### src/rtl/cmd_pkg.sv
// Shared definitions for the host command path: protocol meta codes,
// the NOOP word, byte-assembly state encodings and the meta-valid check.
package cmd_pkg;

   localparam logic [4:0] PROTOCOL_NOOP        = 5'd0;
   localparam logic [4:0] PROTOCOL_FILTER_BIAS = 5'd1;
   localparam logic [4:0] PROTOCOL_DATA        = 5'd7;
   localparam logic [4:0] PROTOCOL_RUN_ACCEL   = 5'd8;
   localparam logic [4:0] PROTOCOL_LAST_CMD    = 5'd9;
   localparam logic [4:0] PROTOCOL_RST         = 5'd31;

   localparam logic [23:0] NOOP_WORD = 24'h000000;

   typedef enum logic [1:0] {
      B0 = 2'd0,
      B1 = 2'd1,
      B2 = 2'd2
   } byte_state_t;

   // Legal metas are the contiguous command range plus the reset command.
   function automatic logic meta_is_valid(input logic [4:0] meta);
      return (meta <= PROTOCOL_LAST_CMD) || (meta == PROTOCOL_RST);
   endfunction

   // Only commands that touch the running accelerator must wait for it.
   function automatic logic meta_waits_for_accel(input logic [4:0] meta);
      return (meta == PROTOCOL_DATA) || (meta == PROTOCOL_RUN_ACCEL);
   endfunction

endpackage

### src/rtl/cmd_fifo.sv
// Synchronous command-word FIFO with registered pointers and an extra
// wrap bit on each pointer to tell full from empty. DEPTH must be a
// power of two, at least 2.
module cmd_fifo #(
   parameter int WIDTH = 24,
   parameter int DEPTH = 4
) (
   input  logic             clk,
   input  logic             rst,
   input  logic             push,
   input  logic             pop,
   input  logic [WIDTH-1:0] din,
   output logic [WIDTH-1:0] dout,
   output logic             full,
   output logic             empty
);

   localparam int AW = $clog2(DEPTH);
   localparam logic [AW:0] PTR_ONE = 1;

   logic [AW:0]      wr_ptr;
   logic [AW:0]      rd_ptr;
   logic [WIDTH-1:0] mem [DEPTH];
   logic             do_push;
   logic             do_pop;

   assign empty   = (wr_ptr == rd_ptr);
   assign full    = (wr_ptr[AW] != rd_ptr[AW]) && (wr_ptr[AW-1:0] == rd_ptr[AW-1:0]);
   assign dout    = mem[rd_ptr[AW-1:0]];
   assign do_push = push && !full;
   assign do_pop  = pop && !empty;

   // Pointer advance; reset empties the queue immediately.
   always_ff @(posedge clk or negedge rst) begin
      if (!rst) begin
         wr_ptr <= '0;
         rd_ptr <= '0;
      end else begin
         if (do_push) wr_ptr <= wr_ptr + PTR_ONE;
         if (do_pop)  rd_ptr <= rd_ptr + PTR_ONE;
      end
   end

   // Storage write; contents need no reset because the pointers gate reads.
   always_ff @(posedge clk) begin
      if (do_push) mem[wr_ptr[AW-1:0]] <= din;
   end

endmodule

### src/rtl/host_cmd_framer.sv
// Host command framer: assembles 3-byte groups from the host into 24-bit
// command words, drops malformed words and stalled partials, queues the
// rest and replays each onto master_bus for one cycle (NOOP otherwise).
// Data and run commands are held at the queue head while the accelerator
// is busy. Optional macro CMD_PARITY_EN enables odd parity on bit 23.
module host_cmd_framer
   import cmd_pkg::*;
#(
   parameter int FIFO_DEPTH   = 4,
   parameter int SYNC_TIMEOUT = 255
) (
   input  logic        clk,
   input  logic        rst,
   input  logic [7:0]  host_byte,
   input  logic        host_valid,
   output logic        host_ready,
   input  logic        accel_busy,
   output logic [23:0] master_bus,
   output logic        frame_err,
   output logic [7:0]  err_count
);

   localparam logic [7:0] IDLE_LAST = 8'(SYNC_TIMEOUT - 1);

   byte_state_t state;
   logic [7:0]  byte_hi;
   logic [7:0]  byte_mid;
   logic [7:0]  idle_cnt;

   logic        accept;
   logic        word_done;
   logic        meta_ok;
   logic        parity_ok;
   logic        push;
   logic        pop;
   logic        drop;
   logic        timeout;
   logic        stall;
   logic        fifo_full;
   logic        fifo_empty;
   logic [23:0] word_raw;
   logic [23:0] word_push;
   logic [23:0] fifo_head;

   // Host may send freely while collecting the first two bytes; the third
   // byte is only taken when the queue has room for the finished word.
   always_comb begin
      host_ready = 1'b0;
      if (rst) host_ready = (state != B2) || !fifo_full;
   end

   assign accept    = host_valid && host_ready;
   assign word_raw  = {byte_hi, byte_mid, host_byte};
   assign word_done = accept && (state == B2);
   assign meta_ok   = meta_is_valid(word_raw[22:18]);

`ifdef CMD_PARITY_EN
   assign parity_ok = ^word_raw;
   assign word_push = {1'b0, word_raw[22:0]};
`else
   assign parity_ok = 1'b1;
   assign word_push = word_raw;
`endif

   assign push    = word_done && meta_ok && parity_ok;
   assign drop    = word_done && !(meta_ok && parity_ok);
   assign timeout = (state != B0) && !accept && (idle_cnt == IDLE_LAST);
   assign stall   = accel_busy && meta_waits_for_accel(fifo_head[22:18]);
   assign pop     = !fifo_empty && !stall;

   cmd_fifo #(
      .WIDTH (24),
      .DEPTH (FIFO_DEPTH)
   ) u_fifo (
      .clk   (clk),
      .rst   (rst),
      .push  (push),
      .pop   (pop),
      .din   (word_push),
      .dout  (fifo_head),
      .full  (fifo_full),
      .empty (fifo_empty)
   );

   // Byte assembly and resync: each accepted byte advances the slot, an
   // idle partial word is abandoned after SYNC_TIMEOUT quiet cycles.
   always_ff @(posedge clk or negedge rst) begin
      if (!rst) begin
         state    <= B0;
         byte_hi  <= 8'h00;
         byte_mid <= 8'h00;
         idle_cnt <= 8'h00;
      end else if (timeout) begin
         state    <= B0;
         idle_cnt <= 8'h00;
      end else if (accept) begin
         idle_cnt <= 8'h00;
         case (state)
            B0: begin
               byte_hi <= host_byte;
               state   <= B1;
            end
            B1: begin
               byte_mid <= host_byte;
               state    <= B2;
            end
            B2:      state <= B0;
            default: state <= B0;
         endcase
      end else if (state != B0) begin
         idle_cnt <= idle_cnt + 8'd1;
      end
   end

   // Registered outputs: bus shows the popped word for one cycle, error
   // pulse and saturating error count follow every discard.
   always_ff @(posedge clk or negedge rst) begin
      if (!rst) begin
         master_bus <= NOOP_WORD;
         frame_err  <= 1'b0;
         err_count  <= 8'h00;
      end else begin
         master_bus <= pop ? fifo_head : NOOP_WORD;
         frame_err  <= drop || timeout;
         if ((drop || timeout) && (err_count != 8'hFF)) err_count <= err_count + 8'd1;
      end
   end

endmodule

### config.mk
export PLATFORM = sky130hd
export DESIGN_NAME = host_cmd_framer
export DESIGN_NICKNAME = d
export VERILOG_FILES = /design/src/rtl/cmd_pkg.sv /design/src/rtl/cmd_fifo.sv /design/src/rtl/host_cmd_framer.sv
export SDC_FILE = /design/constraint.sdc
export NUM_CORES = 1
export LEC_CHECK = 0
export ABC_AREA = 1
export CELL_PAD_IN_SITES_DETAIL_PLACEMENT = 1
export CELL_PAD_IN_SITES_GLOBAL_PLACEMENT = 1
export CORE_UTILIZATION = 50
export CTS_CLUSTER_DIAMETER = 50
export DETAILED_ROUTE_END_ITERATION = 8
export PLACE_DENSITY = 0.81
export SYNTH_ARGS = -nofsm -noshare
export SYNTH_HDL_FRONTEND = slang
export SYNTH_HIERARCHICAL = 1
export SYNTH_SLANG_ARGS = --single-unit
### constraint.sdc
create_clock -name clk -period 9.4 [get_ports clk]
set_clock_uncertainty 0.1 [all_clocks]
set_input_delay 0.94 -clock clk [delete_from_list [all_inputs] [get_ports clk]]
set_output_delay 0.94 -clock clk [all_outputs]
set_load 0.02 [all_outputs]
-- Word-level counts from Yosys, hierarchy flattened
Memories as Yosys holds them, arrays and structs flattened.
Index checks and enable logic that the tools add are counted.
- output and inout port bits: 34
- word-level logic and storage cells: 64
- memory bits (writable): 96
- input bits: 12
- flip-flop bits (word level): 65
- memories: 1
- memories (memory ; words ; bits a word ; read ports ; clocked after memory_dff ; wr ports ; RTL line ; RTL):
    u_fifo.mem ; 4 ; 24 ; 1 ; 0 ; 1 ; cmd_fifo.sv:23 ; logic [WIDTH-1:0] mem [DEPTH];
- equal/unequal tests: 11
- order comparisons: 1
- add/subtract/negate cells: 4
- multiplexer cells: 10
- reductions and logical operators: 27
- bitwise gates (word level): 1
- operator list (kind ; number):
    24-bit two-way mux ; 1
    8-bit two-way mux ; 3
    8-bit by 1-bit adder with 8-bit output, second input constant ; 2
    1-bit logical AND ; 12
    8-bit equality test, second input constant ; 1
    8-bit inequality test, second input constant ; 1
    3-bit by 1-bit adder with 3-bit output, second input constant ; 2
    3-bit AND reduction ; 2
    5-bit by 3-bit equality test with 1-bit output, second input constant ; 1
    5-bit by 4-bit equality test with 1-bit output, second input constant ; 1
    5-bit equality test, second input constant ; 1
    5-bit by 4-bit <= comparator with 1-bit output, second input constant ; 1
    1-bit zero test ; 5
    1-bit logical OR ; 4
    2-bit two-way mux ; 2
    2-bit one-hot mux with 2 select lines ; 1
    2-bit nonzero test ; 2
    3-bit equality test ; 1
    1-bit two-way mux ; 3
    3-bit nonzero test ; 1
    2-bit by 1-bit equality test with 1-bit output, second input constant ; 1
    2-bit equality test ; 1
    2-bit equality test, second input constant ; 1
    2-bit zero test ; 1
    other kinds (3) ; 3

-- Longest topological paths before layout
- word-level depth: 11
- mapped depth: 15

-- Cells and area by module
The synthesis kept the hierarchy.
- modules (own cells, without submodules) (module ; instances ; cells each ; sequential area each (um2) ; area an instance (um2)):
    cmd_fifo ; 1 ; 293 ; 3032.9 ; 4016.4
    host_cmd_framer ; 1 ; 312 ; 1476.4 ; 2635.0

-- Worst setup path before layout
Ideal clock, no wire load.
- path type: in2reg
- from: input host_valid
- to: memory u_fifo.mem[0][0], enable pin
- data arrival time: 2.610 ns
- setup slack: 6.285 ns
- stages on the path: 6
- setup time: 0.405 ns
- buffers on the path: 0
- required time: 8.895 ns
- cells stage by stage: nand3_4 -> inv_2 -> nand2_1 -> a21oi_1 -> nand2_4 -> nor2_1
- word-level cells in the longest chain between the ends: 6
- ends and longest elaborated chain (element ; RTL line ; RTL):
    start, declared ; host_cmd_framer.sv:15 ; input logic host_valid,
    1-bit logical AND ; host_cmd_framer.sv:52 ; assign accept = host_valid && host_ready;
    1-bit logical AND ; host_cmd_framer.sv:54 ; assign word_done = accept && (state == B2);
    1-bit logical AND ; host_cmd_framer.sv:65 ; assign push = word_done && meta_ok && parity_ok;
    net push ; host_cmd_framer.sv:34 ; logic push;
    1-bit logical AND ; cmd_fifo.sv:30 ; assign do_push = push && !full;
    1-bit two-way mux ; cmd_fifo.sv:46 ; if (do_push) mem[wr_ptr[AW-1:0]] <= din;
    1-bit two-way mux (implied by the code) ; cmd_fifo.sv:46 ;
    end, declared ; cmd_fifo.sv:23 ;
The timed path passes the listed nets, and every way through them passes these cells.

-- Worst setup path in the final report
- from: register u_fifo.rd_ptr[1]
- to: memory u_fifo.mem[1][3], enable pin
- word-level cells in the longest chain between the ends: 11
- ends and longest elaborated chain (element ; RTL line ; RTL):
    start, declared ; cmd_fifo.sv:22 ; logic [AW:0] rd_ptr;
    start signal, assigned ; cmd_fifo.sv:40 ; if (do_pop) rd_ptr <= rd_ptr + PTR_ONE;
    2-bit equality test ; cmd_fifo.sv:28 ; assign full = (wr_ptr[AW] != rd_ptr[AW]) && (wr_ptr[AW-1:0] == rd_ptr[AW-1:0]);
    1-bit logical AND ; cmd_fifo.sv:28 ;
    net fifo_full ; host_cmd_framer.sv:39 ; logic fifo_full;
    1-bit zero test ; host_cmd_framer.sv:49 ; if (rst) host_ready = (state != B2) || !fifo_full;
    1-bit logical OR ; host_cmd_framer.sv:49 ;
    1-bit two-way mux ; host_cmd_framer.sv:49 ;
    1-bit logical AND ; host_cmd_framer.sv:52 ;
    1-bit logical AND ; host_cmd_framer.sv:54 ;
    1-bit logical AND ; host_cmd_framer.sv:65 ;
    net push ; host_cmd_framer.sv:34 ;
    1-bit logical AND ; cmd_fifo.sv:30 ;
    1-bit two-way mux ; cmd_fifo.sv:46 ;
    1-bit two-way mux (implied by the code) ; cmd_fifo.sv:46 ;
The timed path passes the listed nets, and every way through them passes these cells.

==> results.md <==
* CTS Hold Bufs at 0
* Setup crit start kind: flop
* Top achievable clock speed at 227 MHz
* CP arrival at around 4.3 ns
* Worst-path clk slew at 0.06 ns
* Syn Inst Count at just over 600
* Power per cell area at 334 nW/um2
* Post-route ant nets at 0
* Avg Vias per Cell at about 5.6
* Remaining global-route overflow at 0
* Min Tclk post-route at about 4.4 ns
* WS Path Type: reg -> reg
* Max Cap Viol at 0
* Worst-skew pair later-pin latency at 0.43 ns
* Mapped Nets at 625
* Net Sw Frac at between 30% and 40%
* Die W at around 120 um
* DR pass1 iterations at 5
* Leak at between 3 and 4 nW
* Tightest Pin Transition at 1.36 ns
* Clock share of power at 27.5%
* Synth warn at 6
* DRT iter0 DRCs at 384
* Ys flop type: edfxtp_1
* DR vias at 4680
* Slowest CP cell: nor2_2
* GP Congestion at 0.827
* Tcrit/Tclk final at 46.8%
* Syn_area_per_cell at 11.0 um2
* Worst Setup End Kind: flop
* Net switching power at 0.000963 W
* Netlist Area Pre-Place at 6650 um2
* Layout cells sized above 1 at under 10%
* Avg WL per Cell at around 20 um
* Delay-heaviest family, CP: simple AND/OR/NAND/NOR gates
* Slew HR at 9.20%
* Seq/Total Area, Yosys at 67.8%
* I/O pin count at 46
* Total Wirelength at 16.9 mm
* Distinct cells, synth at 31
* Die Height at between 100 and 150 um
* First-pass GRT wire length at 27.3 mm
* All-Layer GR Usage at 26.5%
* Post-synth EDFFs at 96
* CTS Buf Count at 17
* DR DRC count at 0
* Vias in the first global route at 5225
* Setup_tns at 0 ns
* Comb power frac at 32.1%
* Starting density of the core at 52.1%
* Most frequent cells in the layout: nand2_1, edfxtp_1, nor2_1
* Commonest non-fill, non-tap cell in the layout: nand2_1
* Largest net degree at the start of global routing at 66
* Layout Area Growth over Synthesis at 17.9%
* # nets final at between 600 and 700
* Sink Count at approximately 160
* Critical-path cell list: inv_2 > nand2_1 > nand2_2 > nand3_4 > inv_1 > nand3_2 > nand3_4 > inv_2 > nand2_1 > a21oi_1 > nand2_4 > nor2_2
* Final Core Density at 61.4%
* Inserted Diodes at 0
* CP max FO at 28
* Buf+Inv Stages, Crit Path at 3
* Port Buffers at 45
* CTS tree: yes
* Core area at 12800 um2
* Final setup fails at 0
* Power Internal at 0.00166 W
* Status: completed
* Hold Vio Cnt, Final at 0
* Max VDD drop at ~0.00015 V
* Root Driver: clkbuf_16
* Hold WC Path Type: reg -> reg
* Sequential power share at around two fifths
* Yosys reg bits at 161
* Ys async rst share at 40.4%
* CP required at just over 9 ns
* # Post-CTS Setup Buffers at 0
* Maximum clock path buffer count at 2
* CP peak stage delay at 1.03 ns
* Max-slew violations at 0
* H-tree levels at 4
* Site Rows at between 40 and 50
* Post-CTS Resized at 0
* HPWL after detailed placement at 10.9 mm
* RSZ-0062 raised after global routing: false
* Antenna violations before repair at 0
* Full die area at 13800 um2
## power by group through the flow
stage | sequential [W] | combinational, W | clock, W
after global routing | 0.00108 | 0.000923 | 0.000757
after CTS | 0.00106 | 0.000849 | 0.000728
after global placement | 0.00105 | 0.000771 | 0
after detailed placement | 0.00107 | 0.000833 | 0
final | 0.00106 | 0.000842 | 0.000721
after floorplan | 0.00108 | 0.000494 | 0
## layout make-up
cell class / instances / area (um2)
Multi-Input combinational cell: 364 / 1800
Clock inverter: 10 / 161
Timing Repair Buffer: 49 / 475
Sequential cell: 161 / 4510
Clock buffer: 22 / 454
Fill cell: 1337 / 4930
Inverter: 60 / 225
Tap cell: 172 / 215
## worst paths after layout
path                                              start                     endpoint  slack (ns)  cells after the start
setup / recovery           u_fifo/rd_ptr[1]$_DFFE_PN0P_   u_fifo/mem[1][3]$_DFFE_PP_        5.00                     12
max in group asynchronous                           rst     master_bus[20]$_DFF_PN0_        7.81                      2
min in group asynchronous                           rst      idle_cnt[3]$_DFFE_PN0P_        0.81                      2
setup reg to reg           u_fifo/rd_ptr[1]$_DFFE_PN0P_   u_fifo/mem[1][3]$_DFFE_PP_        5.00                     12
hold reg to reg                 byte_mid[2]$_DFFE_PN0P_  u_fifo/mem[3][10]$_DFFE_PP_        0.42                      0
hold / removal                  byte_mid[2]$_DFFE_PN0P_  u_fifo/mem[3][10]$_DFFE_PP_        0.42                      0
## stage by stage
step	cells	power, W	setup WS, ns	hold WS, ns	cell area (um2)
2_1_floorplan	605	0.00158	6.28	0.370	6650
3_3_place_gp	806	0.00182	5.38	0.398	7230
6_report	838	0.00262	5.00	0.419	7850
5_1_grt	838	0.00276	4.65	0.463	7850
4_1_cts	838	0.00264	5.03	0.424	7850
3_5_place_dp	806	0.00190	5.06	0.408	7230
## registers in the layout (all words and copies together), names as in the netlist
signal,cells
u_fifo/mem,96
master_bus,24
byte_hi,8
byte_mid,8
err_count,8
idle_cnt,8
u_fifo/rd_ptr,3
u_fifo/wr_ptr,3
state,2
frame_err,1
## kinds of logic (layout without fill, tap and decap cells)
family | count (synthesis) | in the layout | share of synthesized area, %
buf+inv | 80 | 141 | 5.19
xor+xnor | 6 | 6 | 1.07
simple gates | 258 | 258 | 17.0
fa+ha+maj | 8 | 8 | 1.50
compound gates | 92 | 92 | 7.45
flops | 161 | 161 | 67.8
## Yosys cell counts, types with 2 or more instances
cell / number / share of area (%)
nand2_1: 118 / 6.7
edfxtp_1: 96 / 43
nor2_1: 91 / 5.1
dfrtp_1: 65 / 24
o21ai_0: 57 / 4.3
inv_1: 55 / 3.1
o22ai_1: 26 / 2.4
nand3_1: 20 / 1.5
nand4_1: 11 / 1.0
buf_2: 8 / 0.60
ha_1: 8 / 1.5
a21oi_1: 6 / 0.45
buf_4: 5 / 0.56
inv_2: 5 / 0.28
nand2_2: 5 / 0.47
clkbuf_1: 4 / 0.23
nand3_4: 3 / 0.79
nor3_1: 3 / 0.23
xor2_1: 3 / 0.40
buf_6: 2 / 0.34
nand3_2: 2 / 0.30
o21ai_1: 2 / 0.15
xnor2_1: 2 / 0.26
## routing by layer
metal | track usage (%) | up-vias | wire [um]
met3 | 4.82 | 33 | 563
li1 | - | 2134 | -
met2 | 46.2 | 112 | 9000
met5 | 0 | - | 0
met1 | 31.9 | 2401 | 6920
met4 | 12.1 | 0 | 376
Power figures use the tool's default switching activity.
==> RTL change 1: new RTL, same settings <==
Make the reset (`rst`) synchronous in 3 clocked blocks.
--- a/src/rtl/cmd_fifo.sv
+++ b/src/rtl/cmd_fifo.sv
@@ -32,5 +32,5 @@
 
    // Pointer advance; reset empties the queue immediately.
-   always_ff @(posedge clk or negedge rst) begin
+   always_ff @(posedge clk) begin
       if (!rst) begin
          wr_ptr <= '0;
--- a/src/rtl/host_cmd_framer.sv
+++ b/src/rtl/host_cmd_framer.sv
@@ -85,5 +85,5 @@
    // Byte assembly and resync: each accepted byte advances the slot, an
    // idle partial word is abandoned after SYNC_TIMEOUT quiet cycles.
-   always_ff @(posedge clk or negedge rst) begin
+   always_ff @(posedge clk) begin
       if (!rst) begin
          state    <= B0;
@@ -115,5 +115,5 @@
    // Registered outputs: bus shows the popped word for one cycle, error
    // pulse and saturating error count follow every discard.
-   always_ff @(posedge clk or negedge rst) begin
+   always_ff @(posedge clk) begin
       if (!rst) begin
          master_bus <= NOOP_WORD;
Check against the original RTL: differs if rst is asserted again (counterexample within 4 cycles, from zero or initial values and one cycle with rst low); with rst held inactive, the same outputs for 4 cycles.
==> RTL change 1 against the unedited design <==
Sequential cell count increased by 2; global-route usage is 0.20 points lower; setup slack better by 0.85 ns; synthesized area shrank 3.6%; count of clock-buffer cells in the layout decreased by 5; wire length is 4.4% lower; design area down 3.0%; cell count decreased by 1.9%.
Power is not compared: it rests on default switching activity, and its combinational part moved more than twofold at a synthesized area within 25%.
==> RTL change 1: results (changes against the unedited design) <==
NUMBER_OF_ENABLE_TYPE_REGISTER_CELLS_IN_THE_SYNTHESIZED_NETLIST=96  # unchanged
MIN_TO='byte_mid[0]$_SDFFE_PN0P_'
POST-DP-HPWL_UM=9625  # -12%
GRT_USE_TOTAL_PCT=26.28  # -0.20 points
LARGEST_REGISTER_FFS=96  # unchanged
COUNT_OF_INPUT_AND_OUTPUT_BUFFERS=45  # unchanged
WORST_R2R_PATH_DEPTH=9  # -3
OUTCOME='finished, final reports clean'
LAYOUT-DRIVE-GT1-SHARE_PCT=14.00  # +5.6 points
DRT_FIRST_PASS_ITERS=4  # -1
DRTITER0DRC=348  # -9.4%
GRT_START_MAX_NET_PINS=50  # -24%
YS_TOP_CELLS_BY_COUNT='sky130_fd_sc_hd__nor2_1, sky130_fd_sc_hd__edfxtp_1, sky130_fd_sc_hd__dfxtp_1'
REG2REG_TO='master_bus[4]$_SDFF_PN0_'
GRT_FIRST_PASS_WIRELENGTH_UM=25210  # -7.7%
REGTOREGSETUPSLACK_NS=5.85  # +0.85 ns
VIASPERCELL=5.432  # -2.7%
ROUTE.ANTENNA.REMAINING_NETS=0  # unchanged
FP.COREAREA_SQ_UM=12570  # -1.6%
SYNTH_FP_NETS=610  # -2.4%
CLK_PIN_SLEW_WORST_SETUP_HOLD_PATHS_NS=0.07
LAYOUT.FILLER_CELLS=1367  # +2.2%
POST_CTS_BUFFERS=0  # unchanged
CP_DATA_ARRIVAL_TIME_NS=3.72  # -0.61 ns
POST-PLACE-WS_NS=5.722  # +0.6600 ns
WIRE_LENGTH_AFTER_DETAILED_ROUTING_UM=16130  # -4.4%
PROPORTION_OF_SYNTHESIZED_CHIP_AREA_IN_SEQUENTIAL_CELLS_PCT=65.85  # -1.9 points
MAXIMUM_OPERATING_FREQUENCY_MHz=281.8  # +24%
CTS.ROOT.BUFFER_CELL='sky130_fd_sc_hd__clkbuf_16'
ROUTABILITYCONGESTION=0.7572  # -8.4%
FIN_WORST_HOLD_SLACK_NS=0.4124  # -0.006974 ns
FINALNETCOUNT=657  # -2.4%
MAX-SLEW-MARGIN-REL_PCT=25.27  # +16 points
MIN_FROM='byte_mid[0]$_SDFFE_PN0P_'
CRITPATHMAXFANOUT=25  # -11%
DIODES=0  # unchanged
ASYNCSETRESETFLOPFRACSYNTH_PCT=0  # -40 points
POST_CTS_GATE_RESIZE_COUNT=0  # unchanged
SYNTH_AREA_LEADERS='sky130_fd_sc_hd__edfxtp_1, sky130_fd_sc_hd__dfxtp_1, sky130_fd_sc_hd__nor2_1, sky130_fd_sc_hd__o21ai_0, sky130_fd_sc_hd__nand2_1'
SYNTH.DISTINCT_CELLS=33  # +6.5%
WORST_HOLD_PATH_TYPE='reg -> reg'
GRT_PASS1_VIAS=4733  # -9.4%
WORST_HOLD_PATH.NUM_CELLS=2  # +2
VDD_IR_DROP_MAX_uV=126.6
## RTL change 1: cell count changes in the layout (fill, tap and decap cells not counted), moves of 9 or more
cell / change
sky130_fd_sc_hd__nand3_2: +9
sky130_fd_sc_hd__a21oi_1: +15
sky130_fd_sc_hd__nor2_1: +11
sky130_fd_sc_hd__dfrtp_1: -65
sky130_fd_sc_hd__nand2_1: -61
sky130_fd_sc_hd__dfxtp_1: +67
## RTL change 1: logic make-up after synthesis
logic type,synth area share (%)
AO/OA/AOI/OAI,10.14
flip-flops,65.85
adder cells (fa/ha/maj),1.560
AND/OR/NAND/NOR,15.49
XOR/XNOR,1.229
buffers and inverters,5.734
## RTL change 1: stage by stage
stage	cell area, sq um	std cells
after floorplan	6415	590
after global placement	7004	790
after detailed placement	7004	790
after CTS	7610	822
after global routing	7610	822
final	7610	822
## RTL change 1: worst max path at each step
stage	startpoint	to
after global routing	flip-flop	master_bus[23]$_SDFF_PN0_
final	flip-flop	master_bus[4]$_SDFF_PN0_
after floorplan	rst	u_fifo/mem[0][0]$_DFFE_PP_
after detailed placement	rst	u_fifo/mem[3][2]$_DFFE_PP_
after CTS	flip-flop	master_bus[4]$_SDFF_PN0_
after global placement	rst	u_fifo/mem[3][10]$_DFFE_PP_
## RTL change 1: layout make-up
| class | count | area share, % |
|---|---|---|
| Multi-Input combinational cell | 340 | 24.05 |
| Timing Repair Buffer | 50 | 6.412 |
| Clock buffer | 17 | 5.590 |
| Clock inverter | 15 | 2.368 |
| Sequential cell | 163 | 55.51 |
| Tap cell | 172 | 2.828 |
| Inverter | 65 | 3.239 |
## RTL change 1: where the power goes
part	total (mW)	switching, mW	internal, mW
clock network	0.724	0.320	0.404
logic	0.0468	0.0310	0.0158
registers	0.773	0.0101	0.763
total	1.54	0.361	1.18
## RTL change 1: routing by layer
layer  wire [um]  part of all wire, %  up-vias  track usage, %
met3         715                  4.4       15           6.800
li1            -                    -     2086               -
met5           0                    0        -               0
met1        6698                   42     2261           31.07
met4         168                  1.0        0           8.745
met2        8543                   53      103           46.59
## RTL change 1: worst max-delay path, stage by stage, from the launching register on
cell and delay [ns]:
sky130_fd_sc_hd__dfxtp_1 0.96, sky130_fd_sc_hd__inv_2 0.47, sky130_fd_sc_hd__o21ai_0 0.23, sky130_fd_sc_hd__o22ai_1 0.14, sky130_fd_sc_hd__o22ai_1 0.22, sky130_fd_sc_hd__nand4_1 0.16, sky130_fd_sc_hd__nand2_1 0.10, sky130_fd_sc_hd__inv_1 0.08
sky130_fd_sc_hd__nand2_1 0.74, sky130_fd_sc_hd__nor2_1 0.14
==> RTL change 2: new RTL, same settings <==
Without the edit above. `FIFO_DEPTH`: 4 -> 8.
--- a/src/rtl/host_cmd_framer.sv
+++ b/src/rtl/host_cmd_framer.sv
@@ -7,5 +7,5 @@
    import cmd_pkg::*;
 #(
-   parameter int FIFO_DEPTH   = 4,
+   parameter int FIFO_DEPTH   = 8,
    parameter int SYNC_TIMEOUT = 255
 ) (
Behaviour: same outputs for any inputs over 4 cycles, from zero or initial values and one cycle with rst low; that may be too few to reach the edited logic, so the function may still have changed.
==> RTL change 2 against the unedited design <==
Design area up 58%; setup slack got worse by 0.25 ns; clock power rose by 78%; wire length increased by 69%; highest routed layer is now met5; hold slack better by 0.0099 ns; synthesized area rose by 60%; sequential cell count increased by 98; total power grew 59%.
==> RTL change 2: results (changes against the unedited design) <==
WIRE_LENGTH_AFTER_DETAILED_ROUTING_UM=28540  # +69%
SYNTH.DISTINCT_CELLS=37  # +19%
PLACE.DETAILED.INSTANCES=1226  # +52%
CRITPATHMAXFANOUT=53  # +89%
GRT_FIRST_PASS_WIRELENGTH_UM=44820  # +64%
MAX-SLEW-MARGIN-REL_PCT=24.47  # +15 points
VIA_COUNT=7364  # +57%
POST-PLACE-WS_NS=4.724  # -0.3387 ns
DRT-WIRELENGTH-PER-CELL_UM=22.22  # +10%
TIMING.FINAL.CRIT_SHARE_PCT=49.53  # +2.7 points
MET2ROUTEDLENGTH_UM=14640  # +63%
SYNTH_AREA_LEADERS='sky130_fd_sc_hd__edfxtp_1, sky130_fd_sc_hd__dfrtp_1, sky130_fd_sc_hd__nand2_1, sky130_fd_sc_hd__nor2_1, sky130_fd_sc_hd__o21ai_0'
LAYOUT-DRIVE-GT1-SHARE_PCT=10.51  # +2.1 points
DETAILROUTE.WIRELENGTH.MET3_UM=1335  # +140%
SYN_INST=934  # +54%
PROPORTION_OF_SYNTHESIZED_CHIP_AREA_IN_SEQUENTIAL_CELLS_PCT=69.89  # +2.1 points
YS_TOP_CELLS_BY_COUNT='sky130_fd_sc_hd__nand2_1, sky130_fd_sc_hd__edfxtp_1, sky130_fd_sc_hd__nor2_1'
DRTITER0DRC=461  # +20%
CRITICAL-PATH-MAX-STAGE-DELAY_NS=0.76  # -0.27 ns
OUTCOME='finished, final reports clean'
LARGEST_REGISTER_FFS=192  # +100%
CP-ENDPOINT='u_fifo/mem[2][6]$_DFFE_PP_'
SYNTH_FP_NETS=951  # +52%
NUMBER_OF_ENABLE_TYPE_REGISTER_CELLS_IN_THE_SYNTHESIZED_NETLIST=192  # +100%
WORST_R2R_PATH_DEPTH=15  # +3
POST-DP-HPWL_UM=16380  # +50%
REG2REG_TO='u_fifo/mem[2][6]$_DFFE_PP_'
INITIAL_ANTENNA_VIOLATION_COUNT=1  # +1
LEAKAGE_nW=4.840  # +50%
PLACED_AREA_SQ_UM=11300  # +56%
FINALNETCOUNT=1001  # +49%
INSERTED_CLOCK_BUFFERS=31  # +14
LAYOUT.FILLER_CELLS=2187  # +64%
RTL change 2: changes by cell type after synthesis, moves of 4 or more:
| cell | before | now |
|---|---|---|
| sky130_fd_sc_hd__buf_2 | 8 | 19 |
| sky130_fd_sc_hd__nand2_1 | 118 | 198 |
| sky130_fd_sc_hd__nor2_1 | 91 | 144 |
| sky130_fd_sc_hd__o21ai_1 | 2 | 11 |
| sky130_fd_sc_hd__inv_1 | 55 | 48 |
| sky130_fd_sc_hd__clkbuf_2 | 1 | 7 |
| sky130_fd_sc_hd__buf_6 | 2 | 7 |
| sky130_fd_sc_hd__buf_4 | 5 | 1 |
| sky130_fd_sc_hd__o22ai_1 | 26 | 50 |
| sky130_fd_sc_hd__o21ai_0 | 57 | 100 |
| sky130_fd_sc_hd__edfxtp_1 | 96 | 192 |
RTL change 2: layout make-up:
cell class	instances	area, sq um	share of cell area (%)
Clock buffer	38	822.0	6.622
Timing Repair Buffer	58	545.5	4.395
Sequential cell	259	7443	59.96
Clock inverter	20	287.8	2.318
Inverter	58	226.5	1.824
Multi-Input combinational cell	576	2744	22.10
Tap cell	275	344.1	2.772
RTL change 2: logic make-up (layout without fill, tap and decap cells):
family                   Yosys count  in the layout  synth area share, %
buffers and inverters             99            174                4.512
AND/OR/NAND/NOR                  395            395                15.79
adder cells (fa/ha/maj)            5              5               0.5875
AO/OA/AOI/OAI                    168            168                8.565
XOR/XNOR                           8              8               0.6580
flip-flops                       259            259                69.89
RTL change 2: power breakdown:
group	internal [mW]	switching (mW)	leakage (nW)	total, mW
Clock	0.794	0.490	0.540	1.28
Combinational	0.405	0.883	1.71	1.29
Sequential	1.44	0.169	2.59	1.61
Total	2.64	1.54	4.84	4.18
RTL change 2: worst min-delay path by stage:
stage,start,end,slack (ns),cells past startpoint
after global placement,u_fifo/rd_ptr[3]$_DFFE_PN0P_,u_fifo/rd_ptr[3]$_DFFE_PN0P_,0.40,2
after floorplan,u_fifo/wr_ptr[3]$_DFFE_PN0P_,u_fifo/wr_ptr[3]$_DFFE_PN0P_,0.36,2
final,u_fifo/rd_ptr[3]$_DFFE_PN0P_,u_fifo/rd_ptr[3]$_DFFE_PN0P_,0.43,2
after CTS,u_fifo/rd_ptr[3]$_DFFE_PN0P_,u_fifo/rd_ptr[3]$_DFFE_PN0P_,0.44,2
after detailed placement,u_fifo/rd_ptr[3]$_DFFE_PN0P_,u_fifo/rd_ptr[3]$_DFFE_PN0P_,0.41,2
after global routing,u_fifo/rd_ptr[3]$_DFFE_PN0P_,u_fifo/rd_ptr[3]$_DFFE_PN0P_,0.47,2
RTL change 2: layer usage:
metal	GRT usage [%]	vias to the layer above
li1	-	3315
met3	3.858	79
met2	47.43	220
met5	0	-
met1	33.74	3748
met4	11.49	2
